$ cat config.mk
export PLATFORM = sky130hd
export DESIGN_NAME = ahb_slave_mux
export DESIGN_NICKNAME = d
export VERILOG_FILES = /design/src/rtl/ahb_slave_mux.sv
export SDC_FILE = /design/constraint.sdc
export NUM_CORES = 1
export LEC_CHECK = 0
export CORE_AREA = 4 4 108 110
export CTS_CLUSTER_DIAMETER = 200
export DETAILED_ROUTE_END_ITERATION = 10
export DIE_AREA = 0 0 112 114
export PLACE_DENSITY = 0.71
export SLEW_MARGIN = 15
export SYNTH_ARGS = -nofsm -noshare
export SYNTH_HDL_FRONTEND = slang
export SYNTH_SLANG_ARGS = --single-unit
$ cat constraint.sdc
create_clock -name HCLK -period 3.7 [get_ports HCLK]
set_clock_uncertainty 0.2 [all_clocks]
set_input_delay 0.74 -clock HCLK [delete_from_list [all_inputs] [get_ports HCLK]]
set_output_delay 0.74 -clock HCLK [all_outputs]
set_load 0.01 [all_outputs]
$ cat src/rtl/ahb_slave_mux.sv
// AHB-Lite data-phase response multiplexer with a built-in default slave.
// The default slave answers unmapped NONSEQ/SEQ transfers with a two-cycle
// ERROR response and keeps a saturating count of those errors.
module ahb_slave_mux #(
    parameter logic [31:0] DFLT_RDATA = 32'h0000_0000,
    parameter int unsigned ERR_CNT_W  = 8
) (
    input  logic                 HCLK,
    input  logic                 HRESET,
    input  logic [1:0]           HTRANS,
    input  logic                 HSEL_NO_MAP,
    input  logic [2:0]           MUX_SEL,
    input  logic [31:0]          HRDATA_S0,
    input  logic [31:0]          HRDATA_S1,
    input  logic [31:0]          HRDATA_S2,
    input  logic [31:0]          HRDATA_S3,
    input  logic [31:0]          HRDATA_S4,
    input  logic [31:0]          HRDATA_S5,
    input  logic [31:0]          HRDATA_S6,
    input  logic                 HREADYOUT_S0,
    input  logic                 HREADYOUT_S1,
    input  logic                 HREADYOUT_S2,
    input  logic                 HREADYOUT_S3,
    input  logic                 HREADYOUT_S4,
    input  logic                 HREADYOUT_S5,
    input  logic                 HREADYOUT_S6,
    input  logic                 HRESP_S0,
    input  logic                 HRESP_S1,
    input  logic                 HRESP_S2,
    input  logic                 HRESP_S3,
    input  logic                 HRESP_S4,
    input  logic                 HRESP_S5,
    input  logic                 HRESP_S6,
    output logic [31:0]          HRDATA,
    output logic                 HREADY,
    output logic                 HRESP,
    output logic [ERR_CNT_W-1:0] ERR_CNT
);

    typedef enum logic [1:0] {
        DS_IDLE = 2'b00,
        DS_ERR1 = 2'b01,
        DS_ERR2 = 2'b10
    } ds_state_t;

    logic [2:0]           sel_q;
    ds_state_t            ds_state_q;
    logic                 ds_ready_q;
    logic                 ds_resp_q;
    logic [ERR_CNT_W-1:0] err_cnt_q;

    // Only HTRANS[1] distinguishes active transfers from IDLE/BUSY.
    logic unused_htrans0;
    assign unused_htrans0 = HTRANS[0];

    logic unmapped_active;
    logic err_cnt_sat;

    assign unmapped_active = HSEL_NO_MAP & HTRANS[1];
    assign err_cnt_sat     = (err_cnt_q == {ERR_CNT_W{1'b1}});
    assign ERR_CNT         = err_cnt_q;

    // Capture the decoder selection when the address phase is accepted.
    always_ff @(posedge HCLK or posedge HRESET) begin
        if (HRESET) begin
            sel_q <= 3'b111;
        end else if (HREADY) begin
            sel_q <= MUX_SEL;
        end
    end

    // Default-slave FSM with registered ready/resp and the saturating error counter.
    always_ff @(posedge HCLK or posedge HRESET) begin
        if (HRESET) begin
            ds_state_q <= DS_IDLE;
            ds_ready_q <= 1'b1;
            ds_resp_q  <= 1'b0;
            err_cnt_q  <= '0;
        end else begin
            unique case (ds_state_q)
                DS_IDLE: begin
                    if (HREADY && unmapped_active) begin
                        ds_state_q <= DS_ERR1;
                        ds_ready_q <= 1'b0;
                        ds_resp_q  <= 1'b1;
                        if (!err_cnt_sat) begin
                            err_cnt_q <= err_cnt_q + {{(ERR_CNT_W-1){1'b0}}, 1'b1};
                        end
                    end
                end
                DS_ERR1: begin
                    ds_state_q <= DS_ERR2;
                    ds_ready_q <= 1'b1;
                    ds_resp_q  <= 1'b1;
                end
                DS_ERR2: begin
                    // A second unmapped access accepted here restarts the error
                    // without passing through idle.
                    if (unmapped_active) begin
                        ds_state_q <= DS_ERR1;
                        ds_ready_q <= 1'b0;
                        ds_resp_q  <= 1'b1;
                        if (!err_cnt_sat) begin
                            err_cnt_q <= err_cnt_q + {{(ERR_CNT_W-1){1'b0}}, 1'b1};
                        end
                    end else begin
                        ds_state_q <= DS_IDLE;
                        ds_ready_q <= 1'b1;
                        ds_resp_q  <= 1'b0;
                    end
                end
                default: begin
                    ds_state_q <= DS_IDLE;
                    ds_ready_q <= 1'b1;
                    ds_resp_q  <= 1'b0;
                end
            endcase
        end
    end

    // Route the data-phase owner's response back to the master.
    always_comb begin
        HRDATA = DFLT_RDATA;
        HREADY = ds_ready_q;
        HRESP  = ds_resp_q;
        case (sel_q)
            3'd0: begin HRDATA = HRDATA_S0; HREADY = HREADYOUT_S0; HRESP = HRESP_S0; end
            3'd1: begin HRDATA = HRDATA_S1; HREADY = HREADYOUT_S1; HRESP = HRESP_S1; end
            3'd2: begin HRDATA = HRDATA_S2; HREADY = HREADYOUT_S2; HRESP = HRESP_S2; end
            3'd3: begin HRDATA = HRDATA_S3; HREADY = HREADYOUT_S3; HRESP = HRESP_S3; end
            3'd4: begin HRDATA = HRDATA_S4; HREADY = HREADYOUT_S4; HRESP = HRESP_S4; end
            3'd5: begin HRDATA = HRDATA_S5; HREADY = HREADYOUT_S5; HRESP = HRESP_S5; end
            3'd6: begin HRDATA = HRDATA_S6; HREADY = HREADYOUT_S6; HRESP = HRESP_S6; end
            default: begin
                HRDATA = DFLT_RDATA;
                HREADY = ds_ready_q;
                HRESP  = ds_resp_q;
            end
        endcase
    end

endmodule

; Word level (Yosys, flattened, before mapping)
; Cells that the tools add are included.
[word_totals]
register_bits = 15
in_bits = 246
out_inout_bits = 42
word_cells = 39
[classes]
addsub = 1
n_eq_ne = 11
mux = 16
n_bitwise = 1
reduce_logical = 5
[op_table]
columns = cell, n
row1 = $pmux 32 s7, 1
row2 = $mux 8, 3
row3 = $pmux 8 s2, 1
row4 = $pmux 1 s7, 2
row5 = $eq 3x3->1 const B, 3
row6 = $add 8x1->8 const B, 1
row7 = $eq 8x8->1 const B, 1
row8 = $eq 3x2->1 const B, 2
row9 = $pmux 2 s3, 1
row10 = $mux 1, 5
row11 = $ne 2x2->1 const B, 2
row12 = $eq 3x1->1 const B, 1
row13 = $logic_not 3->1, 1
row14 = $pmux 1 s3, 1
row15 = $reduce_and 3->1, 1
row16 = $eq 2x1->1 const B, 1
row17 = $eq 2x2->1 const B, 1
row18 = $logic_not 2->1, 1
row19 = $mux 2, 1
row20 = $pmux 1 s2, 1
row21 = $reduce_bool 2->1, 1
row22 = $and 1x1->1, 1
row23 = $logic_and 1x1->1, 1

; Depth between registers and ports, before layout
[logic_depth]
ltp_word = 5
mapped_depth = 8
depth_no_buf = 5

; Least setup slack after synthesis
; OpenSTA, ideal clock, no wires.
[synth_path]
path_kind = flip-flop to output port
start = register sel_q[0]
end = output HRDATA[16]
arrival_time_ns = 1.684
required_time_ns = 2.760
path_slack_ns = 1.076
stages_incl_launch_ff = 7
cell_sequence = dfstp_2 -> buf_6 -> buf_4 -> buf_2 -> mux2_2 -> a22oi_1 -> o221ai_1
[synth_via]
elab_chain_len = 2
[synth_rtl]
columns = item, line
row1 = "start, declared", 46  ; logic [2:0] sel_q;
row2 = "start signal, assigned", 66  ; sel_q <= 3'b111;
row3 = "start signal, assigned", 68  ; sel_q <= MUX_SEL;
row4 = "$eq 3x3->1, or another cell as far along", 126  ; case (sel_q)
row5 = $pmux 32 s7 (*), 126
row6 = "end, declared", 34  ; output logic [31:0] HRDATA,
; Every way passes the cells marked *; elsewhere a longest branch is shown, timed or not.

; Final worst setup path
[layout_path]
start = register sel_q[0]
end = output HRDATA[19]
; The elaborated chain is that of the path after synthesis.

==> results_dict.tcl <==
set metrics [dict create \
    status "complete, no violations" \
    p_leak_nw 2.167 \
    grt.overflow.total 0 \
    design_area_sq_mm 0.005660 \
    vias 3769 \
    rows 38 \
    cts_hold_buf 0 \
    die_h_microns 114 \
    cts-resized-gates 0 \
    r2r_cells 7 \
    drt_iter0_drc 212 \
    combPwrFrac_pct 87.3 \
    antenna_found_initial 0 \
    cts_buffer_depth 2 \
    worstPathArrival_ps 2600 \
    r2r_start "sel_q[2]$_DFFE_PP1P_" \
    relSlewSlack_pct 61.64 \
    final.setup.tns_ps 0 \
    path_class "reg2out" \
    route.detailed.drc 0 \
    synth.cell_area_sq_mm 0.002580 \
    synth.avg_cell_area_sq_um 7.963 \
    worst_slew_pin_slew_ps 573.3 \
    grt_pass1_wl_mm 22.43 \
    final-instance-count-excl-fill 742 \
    synthMuxAreaShare_pct 26.33 \
    slowest_delay_ps 580 \
    syn-num-nets 571 \
    hold_depth 1 \
    p_sw_mw 1.678 \
    viasPerCell 5.080 \
    dieWidth_microns 112 \
    worstHoldStart "ds_state_q[1]$_DFFE_PP0P_" \
    clkPwrFrac_pct 3.7 \
    post_cts_buffers 0 \
    crit_slowest_cell "clkdlybuf4s50_1" \
    synth.distinct_cells 43 \
    fmax_ghz 0.2821 \
    nFillCells 1023 \
    grt_usage_pct 22.08 \
    required_ps 2760 \
    root_buffer "clkbuf_8" \
    syn_inst 324 \
    powerDensity_mw_per_mm2 647.7 \
    hp-class "reg2reg" \
    placedInstanceArea_sq_mm 0.005604 \
    hpwl_mm 12.80 \
    diodes 0 \
    h-tree-depth 1 \
    synth_xor_area_share_pct 2.376 \
    power_frac_seq_pct 9.0 \
    clock_latency_ps 250 \
    cts_tree "built" \
    ys_seq_area_share_pct 14.74 \
    num-nets-final 850 \
    rsz0062_at_grt "false" \
    ys_seq_elements 15 \
    p_sw_share_pct 45.76 \
    grt_max_degree 34 \
    finalHoldViolations 0 \
    gp_congestion 0.9074 \
    finalCritPeriodShare_pct 95.80 \
    antenna_left 0 \
    drive_gt1_share_pct 11.30 \
    regToRegSetupSlack_ps 1250 \
    grt_pass1_vias 3950 \
    vdd_drop_max_mv 0.2894 \
    p_int_mw 1.988 \
    r2r_end "ERR_CNT[1]$_DFFE_PP0P_" \
    synthAdderAreaFrac_pct 0.4850 \
    synth_edf_count 0 \
    cts_buffers 3 \
    maxCapViolCount 0 \
    synth_top_family_by_area "compound AO/OA/AOI/OAI gates" \
    clkTransAtPathRegs_ps 50 \
    initial_utilization_pct 24.12 \
    ios 288 \
    coreArea_sq_mm 0.01070 \
    synth_warnings 0 \
    die-area_sq_mm 0.01277 \
    wl_mm 15.37 \
    synth-main-ff-cell "dfrtp_1" \
    critPathMaxFanout 19 \
    synth_compound_area_share_pct 33.61 \
    cp-start-kind "flop" \
    post-route-util_pct 52.91 \
    dp.cells 738 \
    path_cells "buf_4 > nor2b_2 > and2_1 > buf_4 > a22o_1 > a31oi_1 > o21ai_0 > clkdlybuf4s50_1" \
    endpoint_kind "output port" \
    wire_per_inst_microns 20.71 \
    cp_common_cell "buf_4" \
    slew_viol_final 0 \
    portBuffers 286 \
    fin_crit_ps 3544 \
    area_growth_pct 119.4 \
    async_flop_share_pct 100.0 \
    setup_viol 0 \
    holdPathEnd "ds_state_q[1]$_DFFE_PP0P_" \
    cts_sinks 15 \
    synth_simple_gate_area_share_pct 16.25 \
    dr.pass1.iters 5 \
    holdWs_ps 294.4 \
]
[cells in the final DEF, fill, tap and decap left out, types with 7 or more instances in the layout]
| cell type | count |
|---|---|
| a21oi_1 | 33 |
| a22o_1 | 17 |
| a22oi_1 | 39 |
| buf_4 | 17 |
| clkdlybuf4s50_1 | 286 |
| dfrtp_1 | 11 |
| mux2_2 | 26 |
| mux2i_1 | 18 |
| mux4_2 | 7 |
| nand2_1 | 8 |
| nand3_1 | 11 |
| nor2_1 | 43 |
| o21ai_0 | 11 |
| o21ai_1 | 8 |
| xnor2_1 | 7 |
[sequential cells by signal, summed over array words and instances, names as in the netlist]
register	flops
ds_resp_q	1
ERR_CNT	8
ds_state_q	2
sel_q	3
ds_ready_q	1
[layer usage]
metal | GRT usage [%] | vias up | part of all wire, %
met5 | 0 | - | 0
met1 | 27.15 | 1771 | 41
met2 | 40.41 | 174 | 51
met4 | 4.888 | 0 | 1.9
li1 | - | 1804 | -
met3 | 3.820 | 20 | 6.7
[metrics by stage]
| stage | worst slack, ps | power [mW] |
|---|---|---|
| 2_1_floorplan | 1076 | 2.062 |
| 3_3_place_gp | 325.9 | 3.473 |
| 3_5_place_dp | 305.7 | 3.519 |
| 4_1_cts | 49.25 | 3.670 |
| 5_1_grt | 21.17 | 3.911 |
| 6_report | 155.6 | 3.666 |
[worst max-delay path by stage]
stage	startpoint	endpoint	slack, ps	cells after the start
2_1_floorplan	sel_q[0]$_DFFE_PP1P_	HRDATA[16]	1080	6
3_3_place_gp	HREADYOUT_S4	HREADY	330	7
5_1_grt	sel_q[2]$_DFFE_PP1P_	HRDATA[7]	20	7
6_report	sel_q[0]$_DFFE_PP1P_	HRDATA[19]	160	8
3_5_place_dp	HREADYOUT_S4	HREADY	310	7
4_1_cts	sel_q[2]$_DFFE_PP1P_	HRDATA[29]	50	7
[power groups by stage]
stage,clock [mW],combinational [mW],sequential (mW)
2_1_floorplan,0,1.76,0.305
3_5_place_dp,0,3.19,0.328
4_1_cts,0.137,3.20,0.328
5_1_grt,0.141,3.43,0.344
3_3_place_gp,0,3.15,0.326
6_report,0.134,3.20,0.330
[final cells by class]
| type | count | area, sq um | area share [%] |
|---|---|---|---|
| tap | 140 | 175.2 | 3.095 |
| clock buffer | 4 | 45.04 | 0.7958 |
| inverter | 3 | 11.26 | 0.1989 |
| sequential | 15 | 380.4 | 6.720 |
| multi-input combinational | 276 | 2047 | 36.16 |
| timing repair buffer | 304 | 3002 | 53.03 |
[synthesized netlist by cell type (all sizes together) (4+ instances only)]
master | count | area (sq um)
nor2 | 44 | 165.2
a22oi | 39 | 292.8
a21oi | 33 | 165.2
mux2 | 30 | 341.6
buf | 23 | 122.6
o21ai | 20 | 103.9
mux2i | 18 | 180.2
a22o | 17 | 148.9
dfrtp | 11 | 275.3
nand3 | 11 | 55.05
nand2 | 9 | 41.29
clkbuf | 7 | 26.28
mux4 | 7 | 157.7
nor2b | 7 | 46.30
xnor2 | 7 | 61.31
and2 | 6 | 37.54
o221ai | 6 | 52.55
a31oi | 5 | 31.28
dfstp | 4 | 105.1
[critical path: cells and delay by family (launching register included)]
family,cells,cell delay (ps)
AO/OA/AOI/OAI,3,350
buffers and inverters,3,1100
flip-flops,1,570
AND/OR/NAND/NOR,2,320
[cells by family after synthesis]
kind of cell	Yosys count
compound gates	126
xor+xnor	7
fa+ha+maj	1
buf+inv	33
flops	15
mux	55
simple gates	87
Note: power is estimated with default switching activity, not from simulation.
